$ cat config.mk
export PLATFORM = sky130hd
export DESIGN_NAME = mips_result_serializer
export DESIGN_NICKNAME = d
export VERILOG_FILES = /design/src/rtl/mips_result_serializer.sv
export SDC_FILE = /design/constraint.sdc
export NUM_CORES = 1
export LEC_CHECK = 0
export ABC_CLOCK_PERIOD_IN_PS = 14440
export CORE_MARGIN = 1.5
export CORE_UTILIZATION = 45
export CTS_BUF_LIST = sky130_fd_sc_hd__clkbuf_4 sky130_fd_sc_hd__clkbuf_8 sky130_fd_sc_hd__clkbuf_16
export DETAILED_ROUTE_END_ITERATION = 10
export DONT_BUFFER_PORTS = 1
export HOLD_SLACK_MARGIN = 0.15
export PLACE_DENSITY = 0.69
export REMOVE_ABC_BUFFERS = 1
export SYNTH_ARGS = -nofsm -noshare
export SYNTH_HDL_FRONTEND = slang
export SYNTH_SLANG_ARGS = --single-unit
$ cat constraint.sdc
create_clock -name clk -period 14.44 [get_ports clk]
set_input_delay 2.888 -clock clk [delete_from_list [all_inputs] [get_ports clk]]
set_output_delay 2.888 -clock clk [all_outputs]
set_load 0.005 [all_outputs]
$ cat src/rtl/mips_result_serializer.sv
// Captures MIPS core result bundles into a FIFO and streams each one out as a
// header word followed by four result words (header only for failed instructions).
module mips_result_serializer #(
    parameter int DEPTH = 4
) (
    input  logic                       clk,
    input  logic                       rst_n,
    input  logic                       res_valid,
    input  logic                       res_fail,
    input  logic [31:0]                res_1,
    input  logic [31:0]                res_2,
    input  logic [31:0]                res_3,
    input  logic [31:0]                res_4,
    input  logic                       out_ready,
    output logic                       out_valid,
    output logic [31:0]                out_data,
    output logic                       out_last,
    output logic                       overflow,
    output logic [$clog2(DEPTH+1)-1:0] fifo_count
);

    localparam int PW = (DEPTH > 1) ? $clog2(DEPTH) : 1;
    localparam int CW = $clog2(DEPTH + 1);

    typedef enum logic [2:0] {
        S_EMPTY,
        S_HDR,
        S_D1,
        S_D2,
        S_D3,
        S_D4
    } state_t;

    state_t state, state_nxt;

    logic              mem_fail [DEPTH];
    logic [15:0]       mem_seq  [DEPTH];
    logic [3:0][31:0]  mem_data [DEPTH];

    logic [PW-1:0] wr_ptr, rd_ptr;
    logic [15:0]   seq;

    logic head_fail;
    logic handshake;
    logic last_word;
    logic pop;
    logic room;
    logic push;

    // Output handshake: a word moves on a rising edge where out_valid and
    // out_ready are both 1; out_data/out_last depend only on state and the
    // head bundle, so they hold while the consumer stalls.
    assign head_fail = mem_fail[rd_ptr];
    assign handshake = (state != S_EMPTY) && out_ready;
    assign last_word = ((state == S_HDR) && head_fail) || (state == S_D4);
    assign pop       = handshake && last_word;
    // A full FIFO still accepts a bundle in the cycle its head leaves.
    assign room      = (fifo_count < CW'(DEPTH)) || pop;
    assign push      = res_valid && room;

    always_ff @(posedge clk) begin
        if (push) begin
            mem_fail[wr_ptr] <= res_fail;
            mem_seq[wr_ptr]  <= seq;
            mem_data[wr_ptr] <= {res_4, res_3, res_2, res_1};
        end
    end

    always_ff @(posedge clk or negedge rst_n) begin
        if (!rst_n) begin
            wr_ptr     <= '0;
            rd_ptr     <= '0;
            fifo_count <= '0;
            seq        <= '0;
            overflow   <= 1'b0;
        end else begin
            if (push) begin
                wr_ptr <= wr_ptr + 1'b1;
            end
            if (pop) begin
                rd_ptr <= rd_ptr + 1'b1;
            end
            if (push && !pop) begin
                fifo_count <= fifo_count + 1'b1;
            end else if (pop && !push) begin
                fifo_count <= fifo_count - 1'b1;
            end
            if (res_valid) begin
                seq <= seq + 1'b1;
                if (!room) begin
                    overflow <= 1'b1;
                end
            end
        end
    end

    always_ff @(posedge clk or negedge rst_n) begin
        if (!rst_n) begin
            state <= S_EMPTY;
        end else begin
            state <= state_nxt;
        end
    end

    always_comb begin
        state_nxt = state;
        out_valid = 1'b0;
        out_data  = 32'h0;
        out_last  = 1'b0;
        case (state)
            S_EMPTY: begin
                if (push) begin
                    state_nxt = S_HDR;
                end
            end
            S_HDR: begin
                out_valid = 1'b1;
                out_data  = {head_fail, 15'b0, mem_seq[rd_ptr]};
                out_last  = head_fail;
            end
            S_D1: begin
                out_valid = 1'b1;
                out_data  = mem_data[rd_ptr][0];
            end
            S_D2: begin
                out_valid = 1'b1;
                out_data  = mem_data[rd_ptr][1];
            end
            S_D3: begin
                out_valid = 1'b1;
                out_data  = mem_data[rd_ptr][2];
            end
            S_D4: begin
                out_valid = 1'b1;
                out_data  = mem_data[rd_ptr][3];
                out_last  = 1'b1;
            end
            default: state_nxt = S_EMPTY;
        endcase

        if (handshake) begin
            if (last_word) begin
                // Another bundle remains if one was queued behind the head or arrives now.
                state_nxt = ((fifo_count > CW'(1)) || push) ? S_HDR : S_EMPTY;
            end else begin
                case (state)
                    S_HDR:   state_nxt = S_D1;
                    S_D1:    state_nxt = S_D2;
                    S_D2:    state_nxt = S_D3;
                    S_D3:    state_nxt = S_D4;
                    default: state_nxt = S_EMPTY;
                endcase
            end
        end
    end

endmodule

==> results of run 1 <==
## worst paths after layout
path	to	from	depth (start not counted)
worst max-delay path	out_data[29]	rd_ptr[0]	5
worst min-delay path	overflow	overflow	1
worst max register to register	mem_seq[2][13]	rd_ptr[0]	7
worst min register to register	overflow	overflow	1
max in group asynchronous	rd_ptr[0]	rst_n	0
min in group asynchronous	state[0]	rst_n	0
## worst register-to-register path: cells and delay by family (launching register included)
family                 cells  cell delay [ns]
AND/OR/NAND/NOR            2             0.99
AO/OA/AOI/OAI              2             0.65
buffers and inverters      3             1.89
flip-flops                 1             0.82
## cell type report
| cell class | instances | area share |
|---|---|---|
| flip-flops and latches | 607 | 0.697 |
| inverters | 6 | 0.000867 |
| well taps | 680 | 0.0328 |
| clock buffers | 78 | 0.0637 |
| repair buffers | 21 | 0.00607 |
| multi-input cells | 409 | 0.190 |
| clock inverters | 31 | 0.00925 |
## where the power goes
group	internal, W	total [W]	switching [W]	leakage, nW
logic	0.000568	0.00127	0.000697	1.86
registers	0.00226	0.00242	0.000166	5.62
clock network	0.000858	0.00148	0.000626	0.945
## cell families (layout without fill, tap and decap cells)
logic type | count (synthesis) | count (layout) | share of synthesized area
and+or+nand+nor | 81 | 81 | 0.0176
xor gates and xnor gates | 21 | 21 | 0.00787
AOI/OAI and AO/OA | 98 | 98 | 0.0343
adders and majority gates | 9 | 9 | 0.00482
buffers and inverters | 66 | 136 | 0.0157
muxes | 200 | 200 | 0.146
DFF | 607 | 607 | 0.774
## sequential cells by signal, indices dropped and copies added, names as in the netlist
register	flops
mem_data	512
mem_seq	64
seq	16
mem_fail	4
fifo_count	3
state	3
rd_ptr	2
wr_ptr	2
overflow	1
## metal layers
metal / track usage / up-vias / routed length (microns)
li1: - / 4564 / -
met1: 0.209 / 5424 / 18100
met2: 0.300 / 241 / 23400
met3: 0.0556 / 53 / 3230
met4: 0.0404 / 0 / 694
met5: 0 / - / 0
## synthesized netlist by cell type (2+ instances only)
library cell and number:
and2_1 8, mux2_2 2, xor2_1 7, inv_1 5, o21ai_0 2, nor2b_1 8, a22oi_1 37, nand2_1 24
nor3_1 2, mux2i_1 86, xnor2_1 14, nand3_1 22, buf_2 29, ha_1 9, a21oi_1 6, o211ai_1 16
dfrtp_1 27, a221oi_1 3, mux4_2 108, buf_4 10, mux4_1 3, nand4_1 3, clkbuf_1 15, a32o_1 12
and3_1 3, nor2_1 6, edfxtp_1 580, buf_6 4, o21bai_1 2, a221o_1 12
## stage by stage
step | setup slack [ns] | total power [W] | instance area (sq um) | util
3_3_place_gp | 7.70 | 0.00374 | 24100 | 0.469
3_5_place_dp | 7.71 | 0.00377 | 24100 | 0.469
2_1_floorplan | 4.46 | 0.00355 | 23000 | -
4_1_cts | 7.02 | 0.00526 | 26000 | 0.506
5_1_grt | 6.79 | 0.00542 | 26000 | 0.506
6_report | 7.19 | 0.00517 | 26000 | 0.506
==> summary.txt, run 1 <==
STA
  • Tcrit/Tclk final: 0.502
  • Setup TNS Final: 0 ns
  • Slew @ Worst Pin: 1.07 ns
  • Number of setup violations in the final report: 0
  • Hold Fails Final Rpt: 0
  • Relative slew slack: 0.285
  • RSZ-0062 raised after global routing: no
  • Post-layout min period: 7.25 ns
  • Layout Skew: 0.0109 ns
  • Hold slack: 0.497 ns
  • Pins Over Slew Limit: 0
  • Max frequency: 138 MHz

Die
  • Die H: 231 microns
  • Die width: 231 microns
  • # rows: 83
  • I/O pin total: 171
  • Starting density of the core: 0.456
  • Die ar.: 53300 sq um
  • Core Area: 51300 sq um

CTS
  • Deepest clock path buffer count: 3
  • CTS Root Cell: clkbuf_16
  • CTS Sinks: 607
  • Post-CTS Setup Bufs: 0
  • Num CTS Buffers: 60
  • Worst-Skew Late Latency: 0.61 ns
  • H-tree Lvls: 2
  • CTS tree: done
  • Post-CTS sizing: 0
  • Worst-path clk slew: 0.06 ns
  • Hold-fix buffers, CTS: 0

Worst setup path
  • Critical Path RT: 11.55 ns
  • CP peak stage delay: 0.82 ns
  • Worst path bufs/invs: 2
  • Worst-path fanout max: 44
  • Startpoint Class: flip-flop
  • CP max stage cell: dfrtp_4
  • R2R setup slack: 9.66 ns
  • Top delay family on crit path: buffers and inverters
  • Critical path capture point type: primary output
  • Crit path kind: flip-flop to primary output
  • Crit path cell chain: buf_4 -> buf_4 -> mux4_2 -> a32o_1 -> a221o_1
  • Crit-path most repeated cell: buf_4
  • Worst EP arrival: 4.36 ns

Logic synthesis
  • Top_reg_cell synth: edfxtp_1
  • Top cells by area, synth: edfxtp_1, mux4_2, mux2i_1
  • Syn Area/Cell: 21.6 sq um
  • Yosys warnings: 0
  • Asr flop ratio synth: 0.0445
  • EDFF count, synth: 580
  • Synth area leader: edfxtp_1
  • Syn Inst Count: 1082
  • Flops & latches, synth: 607
  • Post-synth top area share: 0.745
  • Synth unique cells: 47
  • Post-synthesis cell area: 23400 sq um
  • Register area share after synthesis: 0.774

GRT
  • Antenna violations before repair: 0
  • Pin count of the biggest net entering global routing: 68
  • GR Overflow Total: 0
  • Gr usage total: 0.173
  • First-pass GRT wire length: 68200 microns
  • Vias in the first global route: 11200

Placement
  • PortBufs: 0
  • Placer congestion estimate: 0.704
  • Dpl cells: 1723
  • DPL Wire Length: 26400 microns

Final layout
  • Antenna cells: 0
  • Share of cells above drive strength 1: 0.217
  • Post-Layout Cell Count: 1832
  • Most frequent cells in the layout: edfxtp_1, mux4_2, mux2i_1
  • Final #Nets: 1247
  • Reg area: 18100 sq um
  • FILL cells: 4062
  • Area growth syn-to-layout: 11.1%
  • Most common library cell in the layout ignoring fill and taps: edfxtp_1
  • Area of the multi-input gates: 4950 sq um

Pwr
  • Power per Cell Area: 199 nW/um^2
  • Maximum vdd drop: 0.115 mV
  • Lkg Pwr: 8.43 nW

Detailed routing
  • Final WL: 45400 microns
  • Detailed Route Iter0 Violations: 675
  • Post-route ant nets: 0
  • WL/cell: 24.8 microns
  • Via-to-Cell Ratio: 5.61
  • DRC: 0
  • Initial DRT Pass Iterations: 5
  • Vias: 10300

Run status
  • Status: finished clean

Job
  • Max-cap viol count: 0

Min path
  • Worst hold path class: flip-flop to flip-flop
Power figures use the tool's default switching activity.
==> inputs of run 2 (changes only) <==
--- a/config.mk
+++ b/config.mk
@@ -5,7 +5,7 @@
 export SDC_FILE = /design/constraint.sdc
 export NUM_CORES = 1
 export LEC_CHECK = 0
-export ABC_CLOCK_PERIOD_IN_PS = 14440
+export ABC_CLOCK_PERIOD_IN_PS = 6800
 export CORE_MARGIN = 1.5
 export CORE_UTILIZATION = 45
 export CTS_BUF_LIST = sky130_fd_sc_hd__clkbuf_4 sky130_fd_sc_hd__clkbuf_8 sky130_fd_sc_hd__clkbuf_16
==> constraint.sdc (replaced) <==
create_clock -name clk -period 6.8 [get_ports clk]
set_input_delay 1.36 -clock clk [delete_from_list [all_inputs] [get_ports clk]]
set_output_delay 1.36 -clock clk [all_outputs]
set_load 0.005 [all_outputs]
==> run 2 against run 1 <==
Flip-flop and latch count unchanged. Count of clock-buffer cells in the layout grew 5. Critical path depth is 1 lower. Clock power rose by 140%. Utilization grew 0.62 points. Cell area up 1.2%. Global-route usage is 0.24 points higher. Final cell count rose by 0.16%. Total power rose by 120%. Die area unchanged. Critical path type unchanged.
==> summary.txt, run 2 (synthesized netlist as in run 1, its figures left out) <==
Run status
  • Status: finished clean

Detailed routing
  • WL/cell: 24.9 microns (+0.43%)
  • Final WL: 45600 microns (+0.59%)
  • DRC: 0 (unchanged)
  • Post-route ant nets: 0 (unchanged)
  • Detailed Route Iter0 Violations: 721 (+6.8%)
  • Via-to-Cell Ratio: 5.63 (+0.25%)
  • Vias: 10300 (+0.42%)
  • Initial DRT Pass Iterations: 4 (-1)

Placement
  • Placer congestion estimate: 0.702 (-0.31%)
  • PortBufs: 0 (unchanged)
  • DP Worst Slack: 2.48 ns (-5.23 ns)
  • DPL Wire Length: 25200 microns (-4.6%)

Die
  • Die width: 231 microns (unchanged)
  • I/O pin total: 171 (unchanged)
  • Core Area: 51300 sq um (unchanged)
  • Die ar.: 53300 sq um (unchanged)
  • Die H: 231 microns (unchanged)
  • # rows: 83 (unchanged)
  • Starting density of the core: 0.456 (unchanged)

Final layout
  • Regs by FF count: mem_data (512), mem_seq (64), seq (16)
  • Final core utilization: 0.512 (+0.00619)
  • Reg area: 18100 sq um (unchanged)
  • Area of the multi-input gates: 4950 sq um (unchanged)
  • Most frequent cells in the layout: edfxtp_1, mux4_2, mux2i_1
  • Largest register FFs: 512 (unchanged)
  • Most flops, register: mem_data
  • Area growth syn-to-layout: 12.5%
  • Share of cells above drive strength 1: 0.214 (-0.00316)
  • Most common library cell in the layout ignoring fill and taps: edfxtp_1
  • Antenna cells: 0 (unchanged)
  • Final #Nets: 1247 (unchanged)
  • FILL cells: 4068 (+0.15%)

CTS
  • CTS Sinks: 607 (unchanged)
  • H-tree Lvls: 3 (+1)
  • Num CTS Buffers: 66 (+10%)
  • Deepest clock path buffer count: 3 (unchanged)
  • Post-CTS Setup Bufs: 0 (unchanged)
  • CTS Root Cell: clkbuf_16
  • Worst-path clk slew: 0.06 ns (about the same)
  • Worst-Skew Late Latency: 0.59 ns (-0.02 ns)
  • Post-CTS sizing: 0 (unchanged)
  • CTS tree: done
  • Hold-fix buffers, CTS: 0 (unchanged)

STA
  • RSZ-0062 raised after global routing: no
  • Slew @ Worst Pin: 1.16 ns (+0.0882 ns)
  • Final worst slack: 1.99 ns (-5.21 ns)
  • Pins Over Slew Limit: 0 (unchanged)
  • Number of setup violations in the final report: 0 (unchanged)
  • Hold Fails Final Rpt: 0 (unchanged)
  • Post-layout min period: 4.81 ns
  • Relative slew slack: 0.225 (-0.0604)
  • Tcrit/Tclk final: 0.707
  • Layout Skew: 0.0145 ns (+0.00359 ns)
  • Max frequency: 208 MHz

Worst setup path
  • Crit path kind: flip-flop to primary output
  • Worst path bufs/invs: 1 (-1)
  • Top delay family on crit path: flip-flops
  • Worst-path fanout max: 125 (+180%)
  • Startpoint Class: flip-flop
  • Critical path capture point type: primary output
  • CP peak stage delay: 1.04 ns (+0.22 ns)
  • Worst EP arrival: 3.45 ns (-0.91 ns)
  • Critical Path RT: 5.44 ns (-6.11 ns)
  • Crit path cell chain: buf_12 -> mux4_2 -> a32o_1 -> a221o_1
  • CP max stage cell: dfrtp_4

Pwr
  • Power per Cell Area: 434 nW/um^2 (+120%)
  • Lkg Pwr: 8.55 nW (+1.4%)
  • Maximum vdd drop: 0.275 mV (+140%)

GRT
  • First-pass GRT wire length: 68800 microns (+0.86%)
  • Vias in the first global route: 11200 (+0.44%)
  • Gr usage total: 0.175 (+0.00236)
  • Pin count of the biggest net entering global routing: 126 (+85%)
  • Antenna violations before repair: 0 (unchanged)
  • GR Overflow Total: 0 (unchanged)

Min path
  • Worst hold path class: primary input to asynchronous set/reset pin

Job
  • Max-cap viol count: 0 (unchanged)
run 2: changes by cell type in the layout (fill, tap and decap cells not counted), sizes merged:
| cell | before | now |
|---|---|---|
| clkbuf | 78 | 83 |
| bufinv | 3 | 6 |
| inv | 8 | 7 |
| buf | 21 | 15 |
| clkinv | 21 | 23 |
run 2: power by group:
part           switching, W  leakage (nW)  internal (W)
sequential         0.000393          5.62       0.00479
clock               0.00139          1.08       0.00218
combinational       0.00144          1.84       0.00121
total               0.00322          8.55       0.00818
run 2: cell type report:
class | instances | area share
timing repair buffer | 15 | 0.00619
inverter | 6 | 0.000857
sequential | 607 | 0.689
tap | 680 | 0.0324
clock buffer | 83 | 0.0715
multi-input combinational | 409 | 0.188
clock inverter | 35 | 0.0125
run 2: worst paths after layout:
path / from / to / slack, ns / cells past startpoint
worst max-delay path: rd_ptr[1] / out_data[30] / 1.99 / 4
worst min-delay path: rst_n / fifo_count[0] / 0.48 / 0
worst max register to register: state[0] / mem_data[3][116] / 2.64 / 6
worst min register to register: overflow / overflow / 0.50 / 1
max in group asynchronous: rst_n / seq[5] / 6.23 / 0
min in group clk: overflow / overflow / 0.50 / 1
run 2: stage by stage:
stage	setup TNS (ns)	total power [W]	hold WS [ns]	instance area [sq um]	instances
final	0	0.0114	0.479	26300	1835
after detailed placement	0	0.00800	0.497	24100	1717
after floorplan	-1859.66	0.00754	0.463	23000	1022
after global placement	0	0.00794	0.484	24100	1717
after global routing	0	0.0119	0.441	26300	1835
after CTS	0	0.0116	0.428	26300	1835
run 2: metal layers:
layer,track usage,up-vias,wire (microns)
met5,0,-,0
met1,0.209,5399,17900
met2,0.295,264,23100
li1,-,4579,-
met4,0.0635,0,1210
met3,0.0588,83,3370
==> inputs of run 3 (changes only) <==
--- a/config.mk
+++ b/config.mk
@@ -5,7 +5,7 @@
 export SDC_FILE = /design/constraint.sdc
 export NUM_CORES = 1
 export LEC_CHECK = 0
-export ABC_CLOCK_PERIOD_IN_PS = 6800
+export ABC_CLOCK_PERIOD_IN_PS = 5000
 export CORE_MARGIN = 1.5
 export CORE_UTILIZATION = 45
 export CTS_BUF_LIST = sky130_fd_sc_hd__clkbuf_4 sky130_fd_sc_hd__clkbuf_8 sky130_fd_sc_hd__clkbuf_16
==> constraint.sdc (replaced) <==
create_clock -name clk -period 5 [get_ports clk]
set_input_delay 1 -clock clk [delete_from_list [all_inputs] [get_ports clk]]
set_output_delay 1 -clock clk [all_outputs]
set_load 0.005 [all_outputs]
==> run 3 against run 2 <==
Utilization fell by 0.26 points. Non-clock buffer count rose by 13. Critical path depth did not move. Total power rose by 31%. Register-to-register slack got worse by 1.0 ns. Largest cell class unchanged.
==> summary.txt, run 3 (synthesized netlist as in run 1, its figures left out) <==
Die
  • Core Area: 51300 sq um (unchanged)
  • Die H: 231 microns (unchanged)
  • Die width: 231 microns (unchanged)
  • # rows: 83 (unchanged)
  • I/O pin total: 171 (unchanged)
  • Starting density of the core: 0.456 (unchanged)
  • Die ar.: 53300 sq um (unchanged)

CTS
  • Worst-Skew Late Latency: 0.60 ns (about the same)
  • H-tree Lvls: 2 (-1)
  • CTS Sinks: 607 (unchanged)
  • Deepest clock path buffer count: 3 (unchanged)
  • CTS Root Cell: clkbuf_16
  • Num CTS Buffers: 60 (-9.1%)
  • Post-CTS Setup Bufs: 0 (unchanged)
  • CTS tree: done
  • Worst-path clk slew: 0.06 ns (about the same)

Placement
  • DPL Wire Length: 27200 microns (+8.1%)
  • Dpl cells: 1729 (+0.70%)
  • Placed instance area: 24300 sq um (+0.79%)
  • Placer congestion estimate: 0.701 (-0.19%)
  • DP Worst Slack: 1.42 ns (-1.05 ns)
  • PortBufs: 0 (unchanged)

Pwr
  • Lkg Pwr: 8.49 nW (-0.61%)
  • Maximum vdd drop: 0.323 mV (+18%)
  • Power per Cell Area: 572 nW/um^2 (+32%)

Detailed routing
  • Vias: 10400 (+1.1%)
  • WL/cell: 24.9 microns (+0.34%)
  • Post-route ant nets: 0 (unchanged)
  • Via-to-Cell Ratio: 5.67 (+0.74%)
  • Initial DRT Pass Iterations: 5 (+1)
  • Detailed Route Iter0 Violations: 742 (+2.9%)
  • DRC: 0 (unchanged)
  • Final WL: 45900 microns (+0.66%)

Job
  • Max-cap viol count: 0 (unchanged)

GRT
  • Vias in the first global route: 11100 (-1.2%)
  • Antenna violations before repair: 0 (unchanged)
  • First-pass GRT wire length: 69700 microns (+1.3%)
  • GR Overflow Total: 0 (unchanged)
  • Pin count of the biggest net entering global routing: 80 (-37%)
  • Gr usage total: 0.176 (+0.000959)

STA
  • Post-layout min period: 4.09 ns
  • RSZ-0062 raised after global routing: no
  • Slew @ Worst Pin: 1.08 ns (-0.0832 ns)
  • Hold Fails Final Rpt: 0 (unchanged)
  • Max frequency: 245 MHz
  • Number of setup violations in the final report: 0 (unchanged)
  • Tcrit/Tclk final: 0.817
  • Layout Skew: 0.0161 ns (+0.00160 ns)
  • Relative slew slack: 0.281 (+0.0563)
  • Setup TNS Final: 0 ns (unchanged)
  • Final worst slack: 0.914 ns (-1.08 ns)
  • Pins Over Slew Limit: 0 (unchanged)

Final layout
  • Final #Nets: 1254 (+0.56%)
  • Share of cells above drive strength 1: 0.215 (+0.00148)
  • Regs by FF count: mem_data (512), mem_seq (64), seq (16)
  • Post-Layout Cell Count: 1841 (+0.33%)
  • Most common library cell in the layout ignoring fill and taps: edfxtp_1
  • Most flops, register: mem_data
  • Area growth syn-to-layout: 11.9%
  • Final core utilization: 0.510 (-0.00261)
  • Most frequent cells in the layout: edfxtp_1, mux4_2, mux2i_1
  • Largest register FFs: 512 (unchanged)
  • Antenna cells: 0 (unchanged)
  • Fin area: 26200 sq um (-0.51%)

Worst setup path
  • CP peak stage delay: 0.88 ns (-0.16 ns)
  • RR Startpoint: rd_ptr[0]
  • Crit path kind: flip-flop to primary output
  • CP max stage cell: dfrtp_4
  • Startpoint Class: flip-flop
  • Worst-path fanout max: 36 (-71%)
  • Critical Path RT: 4.00 ns (-1.44 ns)
  • Crit path cell chain: buf_4 -> mux4_2 -> mux2i_1 -> o211ai_1
  • Critical path capture point type: primary output
  • Worst EP arrival: 3.09 ns (-0.36 ns)
  • Setup crit start: rd_ptr[0]

Min path
  • Worst hold path class: primary input to asynchronous set/reset pin

Run status
  • Status: finished clean
run 3: cell types whose count changed in the layout (fill, tap and decap cells not counted), sizes merged:
cell | before | now
clkinvlp | 5 | 3
clkinv | 23 | 34
clkbuf | 83 | 71
bufinv | 6 | 3
inv | 7 | 6
buf | 15 | 28
run 3: layout make-up:
cell class	instances	area (sq um)
multi-input cells	409	4950
clock buffers	71	1600
flip-flops and latches	607	18100
fillers	4062	25100
inverters	6	22.5
repair buffers	28	373
well taps	680	851
clock inverters	40	262
run 3: layer usage:
layer / vias up / wire, microns / global-route usage
li1: 4585 / - / -
met1: 5500 / 17400 / 0.204
met2: 274 / 24000 / 0.307
met3: 76 / 3690 / 0.0615
met4: 0 / 890 / 0.0498
met5: - / 0 / 0
run 3: stage by stage:
step	total power [W]	hold slack, ns
after detailed placement	0.0110	0.531
after global routing	0.0157	0.196
after CTS	0.0152	0.181
after floorplan	0.0103	0.463
after global placement	0.0109	0.521
final	0.0150	0.218
run 3: worst max-delay path: cells and delay by family, from the launching register on:
| family | cells | cell delay, ns |
|---|---|---|
| mux | 2 | 0.76 |
| buf+inv | 1 | 0.67 |
| compound gates | 1 | 0.15 |
| flops | 1 | 0.88 |
run 3: what timing repair did:
action                                 4_1_cts  5_1_grt
resized for setup                            0        0
hold buffers                                 1        0
endpoints found under the hold margin       27        0
run 3: final timing paths:
path,to,cells past startpoint,slack (ns)
setup reg to reg,mem_data[2][24],5,1.63
max in group asynchronous,rd_ptr[1],1,4.60
min in group clk,mem_data[2][17],0,0.49
setup / recovery,out_data[0],4,0.91
hold reg to reg,overflow,1,0.52
hold / removal,state[2],1,0.22
run 3: where the power goes:
group | internal [W] | leakage, nW | switching [W]
clock network | 0.00242 | 0.934 | 0.00180
logic | 0.00171 | 1.94 | 0.00209
registers | 0.00651 | 5.62 | 0.000439
